==> src/rtl/bg_tile_fetcher.sv <==
// bg_tile_fetcher
//   Background tile fetch sequencer for the PPU. Runs the 8-dot fetch
//   pipeline (nametable, attribute, pattern low, pattern high). Once per
//   tile it hands the captured bytes to holding registers. It then
//   serialises them one bit per dot into the four background shift
//   registers, while the next tile is being fetched.
//
// Ports
//   i_clk           PPU clock
//   i_reset         synchronous, active-high reset
//   i_ce            dot enable; state advances only on enabled dots
//   i_fetch_en      rendering enabled and dot inside a fetch region
//   i_v[14:0]       VRAM address register (fineY, NT, coarseY, coarseX)
//   i_pattern_sel   background pattern table select
//   i_vram_data[7:0] VRAM read data, valid on the dot after the address
//   o_vram_addr[13:0] VRAM read address
//   o_vram_rd       read strobe (phases 0, 2, 4, 6)
//   o_inc_coarse_x  one-dot pulse at the end of a tile fetch
//   o_shift         shift control for all four shift registers
//   o_load          load control for all four shift registers
//   o_pat_lo_bit    serial pattern low plane bit
//   o_pat_hi_bit    serial pattern high plane bit
//   o_attr_lo_bit   serial palette bit 0
//   o_attr_hi_bit   serial palette bit 1

module bg_tile_fetcher (
    input  logic        i_clk,
    input  logic        i_reset,
    input  logic        i_ce,
    input  logic        i_fetch_en,
    input  logic [14:0] i_v,
    input  logic        i_pattern_sel,
    input  logic [7:0]  i_vram_data,
    output logic [13:0] o_vram_addr,
    output logic        o_vram_rd,
    output logic        o_inc_coarse_x,
    output logic        o_shift,
    output logic        o_load,
    output logic        o_pat_lo_bit,
    output logic        o_pat_hi_bit,
    output logic        o_attr_lo_bit,
    output logic        o_attr_hi_bit
);

    typedef enum logic [2:0] {
        PH_NT_ADDR = 3'd0,
        PH_NT_DATA = 3'd1,
        PH_AT_ADDR = 3'd2,
        PH_AT_DATA = 3'd3,
        PH_LO_ADDR = 3'd4,
        PH_LO_DATA = 3'd5,
        PH_HI_ADDR = 3'd6,
        PH_HI_DATA = 3'd7
    } phase_t;

    phase_t      phase;
    phase_t      phase_next;
    logic [14:0] r_v;
    logic [7:0]  r_nt;
    logic [1:0]  r_at2;
    logic [7:0]  r_plo;
    logic [7:0]  hold_lo;
    logic [7:0]  hold_hi;
    logic [1:0]  hold_at;
    logic        valid;

    logic        active;
    logic [2:0]  bit_idx;
    logic [7:0]  at_shifted;

    // Attribute byte holds four 2-bit palettes; quadrant picked by
    // coarseY bit 1 and coarseX bit 1 of the snapshot.
    assign at_shifted = i_vram_data >> {r_v[6], r_v[1], 1'b0};

    always_ff @(posedge i_clk) begin
        if (i_reset) begin
            phase   <= PH_NT_ADDR;
            r_v     <= '0;
            r_nt    <= '0;
            r_at2   <= '0;
            r_plo   <= '0;
            hold_lo <= '0;
            hold_hi <= '0;
            hold_at <= '0;
            valid   <= 1'b0;
        end else if (i_ce) begin
            if (!i_fetch_en) begin
                phase <= PH_NT_ADDR;
                valid <= 1'b0;
            end else begin
                phase <= phase_next;
                case (phase)
                    PH_NT_ADDR: r_v   <= i_v;
                    PH_NT_DATA: r_nt  <= i_vram_data;
                    PH_AT_DATA: r_at2 <= at_shifted[1:0];
                    PH_LO_DATA: r_plo <= i_vram_data;
                    PH_HI_DATA: begin
                        // High plane is taken straight off the bus on the
                        // same edge that commits the tile.
                        hold_lo <= r_plo;
                        hold_hi <= i_vram_data;
                        hold_at <= r_at2;
                        valid   <= 1'b1;
                    end
                    default: ;
                endcase
            end
        end
    end

    always_comb begin
        phase_next     = PH_NT_ADDR;
        o_vram_addr    = '0;
        o_vram_rd      = 1'b0;
        o_inc_coarse_x = 1'b0;

        active = i_ce & i_fetch_en & ~i_reset;

        case (phase)
            PH_NT_ADDR: begin
                phase_next  = PH_NT_DATA;
                // Snapshot is taken on this dot, so use the live register.
                o_vram_addr = {2'b10, i_v[11:0]};
                o_vram_rd   = active;
            end
            PH_NT_DATA: begin
                phase_next  = PH_AT_ADDR;
                o_vram_addr = {2'b10, r_v[11:0]};
            end
            PH_AT_ADDR: begin
                phase_next  = PH_AT_DATA;
                o_vram_addr = {2'b10, r_v[11:10], 4'b1111, r_v[9:7], r_v[4:2]};
                o_vram_rd   = active;
            end
            PH_AT_DATA: begin
                phase_next  = PH_LO_ADDR;
                o_vram_addr = {2'b10, r_v[11:10], 4'b1111, r_v[9:7], r_v[4:2]};
            end
            PH_LO_ADDR: begin
                phase_next  = PH_LO_DATA;
                o_vram_addr = {1'b0, i_pattern_sel, r_nt, 1'b0, r_v[14:12]};
                o_vram_rd   = active;
            end
            PH_LO_DATA: begin
                phase_next  = PH_HI_ADDR;
                o_vram_addr = {1'b0, i_pattern_sel, r_nt, 1'b0, r_v[14:12]};
            end
            PH_HI_ADDR: begin
                phase_next  = PH_HI_DATA;
                o_vram_addr = {1'b0, i_pattern_sel, r_nt, 1'b1, r_v[14:12]};
                o_vram_rd   = active;
            end
            PH_HI_DATA: begin
                phase_next     = PH_NT_ADDR;
                o_vram_addr    = {1'b0, i_pattern_sel, r_nt, 1'b1, r_v[14:12]};
                o_inc_coarse_x = active;
            end
            default: phase_next = PH_NT_ADDR;
        endcase

        if (i_reset) begin
            o_vram_addr = '0;
        end
    end

    // MSB (leftmost pixel) goes out first: index 7 - phase.
    assign bit_idx       = ~3'(phase);
    assign o_shift       = i_ce & i_fetch_en & ~i_reset;
    assign o_load        = o_shift & valid;
    assign o_pat_lo_bit  = valid & ~i_reset & hold_lo[bit_idx];
    assign o_pat_hi_bit  = valid & ~i_reset & hold_hi[bit_idx];
    assign o_attr_lo_bit = valid & ~i_reset & hold_at[0];
    assign o_attr_hi_bit = valid & ~i_reset & hold_at[1];

endmodule
==> config.mk <==
export PLATFORM = sky130hd
export DESIGN_NAME = bg_tile_fetcher
export DESIGN_NICKNAME = d
export VERILOG_FILES = /design/src/rtl/bg_tile_fetcher.sv
export SDC_FILE = /design/constraint.sdc
export NUM_CORES = 1
export LEC_CHECK = 0
export BUFFER_PORTS_ARGS = -buffer_cell sky130_fd_sc_hd__buf_2
export CAP_MARGIN = 20
export CORE_UTILIZATION = 55
export DETAILED_ROUTE_END_ITERATION = 7
export GPL_ROUTABILITY_DRIVEN = 1
export PLACE_DENSITY = 0.79
export SLEW_MARGIN = 20
export SYNTH_ARGS = -nofsm -noshare
export SYNTH_HDL_FRONTEND = slang
export SYNTH_SLANG_ARGS = --single-unit
==> constraint.sdc <==
create_clock -name i_clk -period 1.54 [get_ports i_clk]
set_clock_uncertainty 0.15 [all_clocks]
set_input_delay 0.154 -clock i_clk [delete_from_list [all_inputs] [get_ports i_clk]]
set_output_delay 0.154 -clock i_clk [all_outputs]
set_load 0.005 [all_outputs]
==> impl_summary.txt, run 1 <==
----------------------------------------------------
[Flow run]
  Max-cap check violation count ... 0

[Power]
  Total Power Consumption ... around 2700 uW
  Internal power summed over all cells ... approximately 2000 uW
  Power density of the placed cells ... ~750 nW/um^2
  Net Switching ... around 740 uW
  Reported leakage power ... 0.00132 uW
  Maximum ir drop on the vdd rail ... around 0.62 mV
  Switching fraction of total power ... 0.272
  Clock network fraction of design power ... 0.314
  Proportion of power drawn by flip-flops and latches ... 0.540
  Combinational group share of total power ... 0.146

[STA]
  Number of hold-slack violations in the final timing report ... 0
  Relative slew slack ... 0.802
  Setup slack of the critical path after layout ... -0.403 ns
  Peak Freq ... 515 MHz
  Setup repair after global routing missed its margin ... yes
  Setup total negative slack ... -4.13 ns
  Transition time at the pin with the least slew margin ... ~0.30 ns
  Worst slack on hold paths ... ~0.040 ns
  Number of pins exceeding their max-slew limit in the final report ... 0
  Period minus WS final ... 1.94 ns
  Final setup violation count ... 15
  Final period utilization ... 1.26

[Global route]
  First-pass GRT wire length ... around 12000 microns
  Largest net degree at the start of global routing ... 40
  Number of global-route vias before repair ... about 2700
  Number of antenna violations at the first check in global routing ... 0
  Total track usage ... 0.305
  Remaining Overflow, GRT ... 0

[Die]
  Starting Density ... 0.581
  Horizontal die dimension ... around 73 microns
  Die boundary height ... 73.3 microns
  Number of top-level pins ... 50
  Die area ... 5370 sq um
  Standard cell core area ... ~4800 sq um
  Number of placement rows ... 25

[Synthesis]
  Cell area after technology mapping ... approximately 2800 sq um
  Sequential-to-total area share from yosys stat ... 0.394
  Per-instance average area after synthesis ... between 8 and 9 sq um
  Synthesis warning total ... 0
  Synthesized instance count ... 343
  Prevailing post-synth register cell ... sky130_fd_sc_hd__dfxtp_1
  Number of distinct library cells after synthesis ... 33
  Post-Syn Nets ... roughly 370
  Number of synthesized flops with an enable pin ... 0
  Share of synthesized registers carrying an async set or reset ... 0
  Register bit count reported by yosys ... between 50 and 60

[Clocking]
  Clock sink count ... 55
  Clk Tree Root Cell ... sky130_fd_sc_hd__clkbuf_8
  Clock buffer depth ... 2
  Clock H-tree levels ... 2
  Clk Latency, worst-skew pair ... 0.32 ns
  Clock transition time at the flip-flop clock pins of the worst setup and hold paths ... 0.11 ns
  TritonCTS buffer count ... 5
  CTS tree ... built

[Worst hold path]
  End point of the worst hold path ... valid
  Worst hold path depth ... 3
  Kind of path behind the tightest hold check ... primary input to flop
  Worst min-delay path startpoint ... i_fetch_en

[Outcome]
  Result of the run ... finished with violations
  Violated checks ... setup timing

[Critical path]
  Register-to-Register Setup Slack ... approximately 0.030 ns
  Endpoint required time on the critical path ... roughly 1.2 ns
  Sequence of cells on the critical path ... buf_12 > mux4_2 > a22o_1 > buf_2
  Critical register-to-register path startpoint ... phase[0]
  Worst stage delay on the critical path ... ~0.48 ns
  Launching element type of the critical path ... flop
  Type of the worst setup path ... flop to output pin
  CP endpoint kind ... output pin
  R2R cell count ... 5
  Slowest cell on crit path ... sky130_fd_sc_hd__mux4_2
  Arrival @ worst endpoint ... approximately 1.6 ns
  CP max FO ... 4
  Worst reg2reg endpoint ... hold_lo[7]

[Final layout]
  Most frequent cells in the layout ... 55 x sky130_fd_sc_hd__a21oi_1, 53 x sky130_fd_sc_hd__o21ai_0, 53 x sky130_fd_sc_hd__dfxtp_1
  Total non-filler cell area in the finished layout ... around 3600 sq um
  Area growth from synthesis to final layout ... 29.4%
  Most common cell after layout, fill and taps aside ... sky130_fd_sc_hd__a21oi_1
  Ant. Diodes ... 0
  Net count reported at finish ... 444
  Filler cell count ... 370
  Fraction of layout instances using a drive strength above 1 ... 0.259

[Place]
  Post-detailed-placement cell area ... ~3200 sq um
  Placer's final routability congestion estimate ... just under 0.8
  Detailed placement HPWL ... about 5000 microns
  Input/output buffers ... a little under 50

[Route]
  Iteration-0 DRC Markers ... between 200 and 250
  Top routing layer used ... met4
  Met1 layer wirelength in the final routing ... between 3000 and 4000 microns
  Vias post-DR ... about 3000
  Number of design rule violations left after detail routing ... 0
  Average wire per cell in the routed design ... approximately 16 microns
  TritonRoute pass-1 iters ... 5
  Routed wl met3 ... between 500 and 600 microns
  Routed length on met2 ... approximately 3900 microns
  Vias/cell ... slightly above 6
  Sum of routed wire length over all layers ... between 7000 and 8000 microns
  Detail Route Antenna Nets ... 0

----------------------------------------------------
==> synth_stat cells (3+ instances only) <==
| cell | instances | area, sq um |
|---|---|---|
| sky130_fd_sc_hd__mux2_2 | 5 | 56.3 |
| sky130_fd_sc_hd__nor2_1 | 12 | 45.0 |
| sky130_fd_sc_hd__nor2b_1 | 5 | 31.3 |
| sky130_fd_sc_hd__clkbuf_1 | 9 | 33.8 |
| sky130_fd_sc_hd__o21ai_0 | 60 | 300 |
| sky130_fd_sc_hd__a21oi_1 | 55 | 275 |
| sky130_fd_sc_hd__buf_6 | 6 | 67.6 |
| sky130_fd_sc_hd__buf_4 | 8 | 60.1 |
| sky130_fd_sc_hd__mux4_2 | 6 | 135 |
| sky130_fd_sc_hd__o22ai_1 | 4 | 25.0 |
| sky130_fd_sc_hd__dfxtp_1 | 55 | 1100 |
| sky130_fd_sc_hd__buf_2 | 7 | 35.0 |
| sky130_fd_sc_hd__nand2_1 | 15 | 56.3 |
| sky130_fd_sc_hd__o2bb2ai_1 | 5 | 43.8 |
| sky130_fd_sc_hd__mux2i_1 | 5 | 50.1 |
| sky130_fd_sc_hd__nor3_1 | 3 | 15.0 |
| sky130_fd_sc_hd__clkbuf_2 | 6 | 30.0 |
| sky130_fd_sc_hd__nand3_1 | 52 | 260 |
| sky130_fd_sc_hd__and2_1 | 3 | 18.8 |
| sky130_fd_sc_hd__nand2b_1 | 6 | 37.5 |
==> final cells by class <==
cell class	count	area [sq um]	area share
flip-flops and latches	55	1110	0.306
clock inverters	3	25.0	0.00692
multi-input cells	251	1510	0.416
clock buffers	5	68.8	0.0190
repair buffers	102	820	0.226
well taps	67	83.8	0.0232
inverters	1	6.26	0.00173
==> logic make-up after synthesis <==
| group | after synthesis | synth area share |
|---|---|---|
| AOI/OAI and AO/OA | 131 | 0.250 |
| buffers and inverters | 37 | 0.0823 |
| DFF | 55 | 0.394 |
| and+or+nand+nor | 104 | 0.188 |
| muxes | 16 | 0.0864 |
==> critical path: cells and delay by family (launching register included) <==
kind	cells	cell delay, ns
compound gates	1	0.22
buf+inv	2	0.23
flops	1	0.38
mux	1	0.48
==> timing repair <==
item | 4_1_cts | 5_1_grt
buffers inserted | 1 | 0
hold buffers | 25 | 0
pin swaps | 1 | 1
gates resized for setup | 10 | 19
setup endpoints to repair | 54 | 57
endpoints found under the hold margin | 38 | 0
==> registers in the layout (all words and copies together), names as in the netlist <==
signal   count
hold_at      2
hold_hi      8
hold_lo      8
phase        3
r_at2        2
r_nt         8
r_plo        8
r_v         15
valid        1
==> worst max-delay path by stage <==
stage | start | to | slack (ns) | cells past startpoint
after global placement | phase[0] | o_vram_addr[6] | -0.09 | 5
after detailed placement | phase[0] | o_vram_addr[6] | -0.13 | 5
after CTS | phase[0] | o_pat_lo_bit | -0.41 | 4
final | phase[0] | o_pat_lo_bit | -0.40 | 4
after global routing | phase[0] | o_pat_lo_bit | -0.44 | 4
after floorplan | phase[0] | o_pat_hi_bit | 0.08 | 3
==> routing by layer <==
metal | vias up | track usage
met3 | 21 | 0.0480
met4 | 0 | 0.111
li1 | 1385 | -
met2 | 157 | 0.496
met1 | 1432 | 0.412
met5 | - | 0
==> power groups by stage <==
stage | Combinational [uW] | Sequential (uW) | Clock (uW)
6_report | 396 | 1460 | 850
5_1_grt | 424 | 1460 | 905
4_1_cts | 377 | 1460 | 855
3_5_place_dp | 323 | 1490 | 0
3_3_place_gp | 317 | 1490 | 0
2_1_floorplan | 191 | 1490 | 0
==> metrics by stage <==
stage	utilization	cells	worst slack [ns]
after floorplan	-	343	0.0762
after global placement	0.662	450	-0.0919
after detailed placement	0.662	450	-0.128
after CTS	0.742	484	-0.405
after global routing	0.751	484	-0.440
final	0.751	484	-0.403
(Power assumes the default switching activity.)
==> run 2: changes to the inputs <==
==> constraint.sdc (replaced) <==
create_clock -name i_clk -period 1.54 [get_ports i_clk]
set_clock_uncertainty 0.15 [all_clocks]
set_input_delay 0.308 -clock i_clk [delete_from_list [all_inputs] [get_ports i_clk]]
set_output_delay 0.308 -clock i_clk [all_outputs]
set_load 0.005 [all_outputs]
==> impl_summary.txt, run 2 (same netlist as run 1, synthesis figures left out) <==
----------------------------------------------------
[Final layout]
  Flip-flop count of the largest register, all copies and words added ... 15 (unchanged)
  Area growth from synthesis to final layout ... 26.5%
  Filler cell count ... 383 (+3.5%)
  Most frequent cells in the layout ... 53 x sky130_fd_sc_hd__a21oi_1, 52 x sky130_fd_sc_hd__dfxtp_1, 50 x sky130_fd_sc_hd__nand3_1
  Most common cell after layout, fill and taps aside ... sky130_fd_sc_hd__a21oi_1
  Ant. Diodes ... 0 (unchanged)
  Register area ... 1110 sq um (+0.11%)
  Fraction of layout instances using a drive strength above 1 ... 0.321 (+0.0618)
  Net count reported at finish ... 426 (-4.1%)
  Top register by number of flip-flops ... r_v
  Multi-input gate area in the final layout ... 1570 sq um (+4.3%)

[Route]
  Routed wl met3 ... 627 microns (+5.2%)
  Met1 layer wirelength in the final routing ... 3380 microns (+0.62%)
  Number of design rule violations left after detail routing ... 0 (unchanged)
  Routed length on met2 ... 3920 microns (+1.5%)
  Sum of routed wire length over all layers ... 8110 microns (+1.7%)
  Average wire per cell in the routed design ... 17.4 microns (+5.6%)
  Detail Route Antenna Nets ... 0 (unchanged)
  TritonRoute pass-1 iters ... 5 (unchanged)
  Iteration-0 DRC Markers ... 293 (+34%)
  Vias/cell ... 6.23 (+0.74%)
  Top routing layer used ... met4
  Vias post-DR ... 2905 (-3.0%)

[STA]
  Number of pins exceeding their max-slew limit in the final report ... 0 (unchanged)
  Final period utilization ... 1.32 (+0.0605)
  Transition time at the pin with the least slew margin ... 0.311 ns (+0.0129 ns)
  Peak Freq ... 491 MHz (-4.6%)
  Setup repair after global routing missed its margin ... yes
  Final setup violation count ... 20 (+5)
  Relative slew slack ... 0.793 (-0.00863)
  Worst slack on hold paths ... 0.0835 ns (+0.0431 ns)
  Number of hold-slack violations in the final timing report ... 0 (unchanged)
  Period minus WS final ... 2.04 ns (+0.0932 ns)
  Setup total negative slack ... -6.66 ns (-2.53 ns)
  Setup slack of the critical path after layout ... -0.496 ns (-0.0932 ns)

[Critical path]
  Worst reg2reg endpoint ... hold_lo[7]
  Critical register-to-register path startpoint ... phase[0]
  Type of the worst setup path ... flop to output pin
  Register-to-Register Setup Slack ... 0 ns (-0.03 ns)
  CP max FO ... 7 (+3)
  R2R cell count ... 5 (unchanged)
  CP endpoint kind ... output pin
  Launching element type of the critical path ... flop
  Endpoint required time on the critical path ... 1.08 ns (-0.16 ns)
  Launching instance or port of the critical path ... phase[0]
  Arrival @ worst endpoint ... 1.58 ns (-0.06 ns)

[Global route]
  Remaining Overflow, GRT ... 0 (unchanged)
  Number of antenna violations at the first check in global routing ... 0 (unchanged)
  Largest net degree at the start of global routing ... 37 (-7.5%)
  Total track usage ... 0.306 (+0.000471)
  First-pass GRT wire length ... 12600 microns (+0.77%)
  Number of global-route vias before repair ... 2668 (-0.075%)

[Die]
  Die area ... 5370 sq um (unchanged)
  Starting Density ... 0.581 (unchanged)
  Standard cell core area ... 4820 sq um (unchanged)
  Die boundary height ... 73.3 microns (unchanged)
  Number of top-level pins ... 50 (unchanged)
  Number of placement rows ... 25 (unchanged)
  Horizontal die dimension ... 73.3 microns (unchanged)

[Place]
  Placer's final routability congestion estimate ... 0.808 (+1.7%)
  Input/output buffers ... 49 (unchanged)
  Worst slack, placed ... -0.203 ns (-0.0745 ns)
  Detailed placement HPWL ... 5120 microns (+3.0%)

[Outcome]
  Violated checks ... setup timing
  Result of the run ... finished with violations

[Clocking]
  Clk Tree Root Cell ... sky130_fd_sc_hd__clkbuf_8
  Clock H-tree levels ... 2 (unchanged)
  Clock buffer depth ... 2 (unchanged)
  Clk Latency, worst-skew pair ... 0.32 ns (about the same)
  Clock transition time at the flip-flop clock pins of the worst setup and hold paths ... 0.10 ns (about the same)
  TritonCTS buffer count ... 5 (unchanged)
  CTS tree ... built
  Clock sink count ... 55 (unchanged)

[Power]
  Maximum ir drop on the vdd rail ... 0.479 mV (-23%)
  Total Power Consumption ... 2730 uW (+0.84%)
  Power density of the placed cells ... 772 nW/um^2 (+3.2%)
  Reported leakage power ... 0.00128 uW (-3.0%)

[Flow run]
  Max-cap check violation count ... 0 (unchanged)

[Worst hold path]
  Kind of path behind the tightest hold check ... primary input to flop
  End point of the worst hold path ... r_v[13]
  Worst hold path depth ... 3 (unchanged)
  Worst min-delay path startpoint ... i_v[13]

----------------------------------------------------
==> run 2: critical path, stage by stage (launching register included) <==
cell,delay [ns]
sky130_fd_sc_hd__dfxtp_4,0.42
sky130_fd_sc_hd__mux4_2,0.51
sky130_fd_sc_hd__a22o_1,0.22
sky130_fd_sc_hd__buf_2,0.12
==> run 2: repair_timing <==
action,4_1_cts,5_1_grt
resized for setup,29,44
hold buffers,0,0
gates cloned,1,1
endpoints found under the setup margin,62,74
pin swaps,2,6
setup buffers,3,1
==> run 2: final cells by class <==
type,instances,share of cell area
Sequential cell,55,0.314
Inverter,1,0.00177
Clock buffer,7,0.0272
Clock inverter,1,0.00212
Tap cell,67,0.0237
Timing Repair Buffer,84,0.187
Multi-Input combinational cell,251,0.444
==> run 2: report_power, final <==
part	switching (uW)	leakage, uW	total (uW)	internal (uW)
clock	486	0.0000505	897	410
combinational	197	0.000784	370	173
sequential	20.6	0.000447	1460	1440
total	704	0.00128	2730	2030
==> run 2: worst max-delay path by stage <==
stage,endpoint
detailed placement,o_pat_hi_bit
CTS,o_pat_hi_bit
global route,o_pat_lo_bit
floorplan,o_pat_hi_bit
finish,o_pat_hi_bit
global placement,o_pat_hi_bit
==> run 2: through the flow <==
stage | instance area [sq um] | util | instances
after floorplan | 2800 | - | 343
after global placement | 3200 | 0.663 | 454
final | 3540 | 0.734 | 466
after detailed placement | 3200 | 0.663 | 454
after CTS | 3430 | 0.713 | 465
after global routing | 3540 | 0.734 | 466
==> run 2: routing by layer <==
layer | track usage | vias to the layer above
li1 | - | 1353
met1 | 0.412 | 1377
met2 | 0.489 | 151
met3 | 0.0549 | 24
met4 | 0.120 | 0
met5 | 0 | -
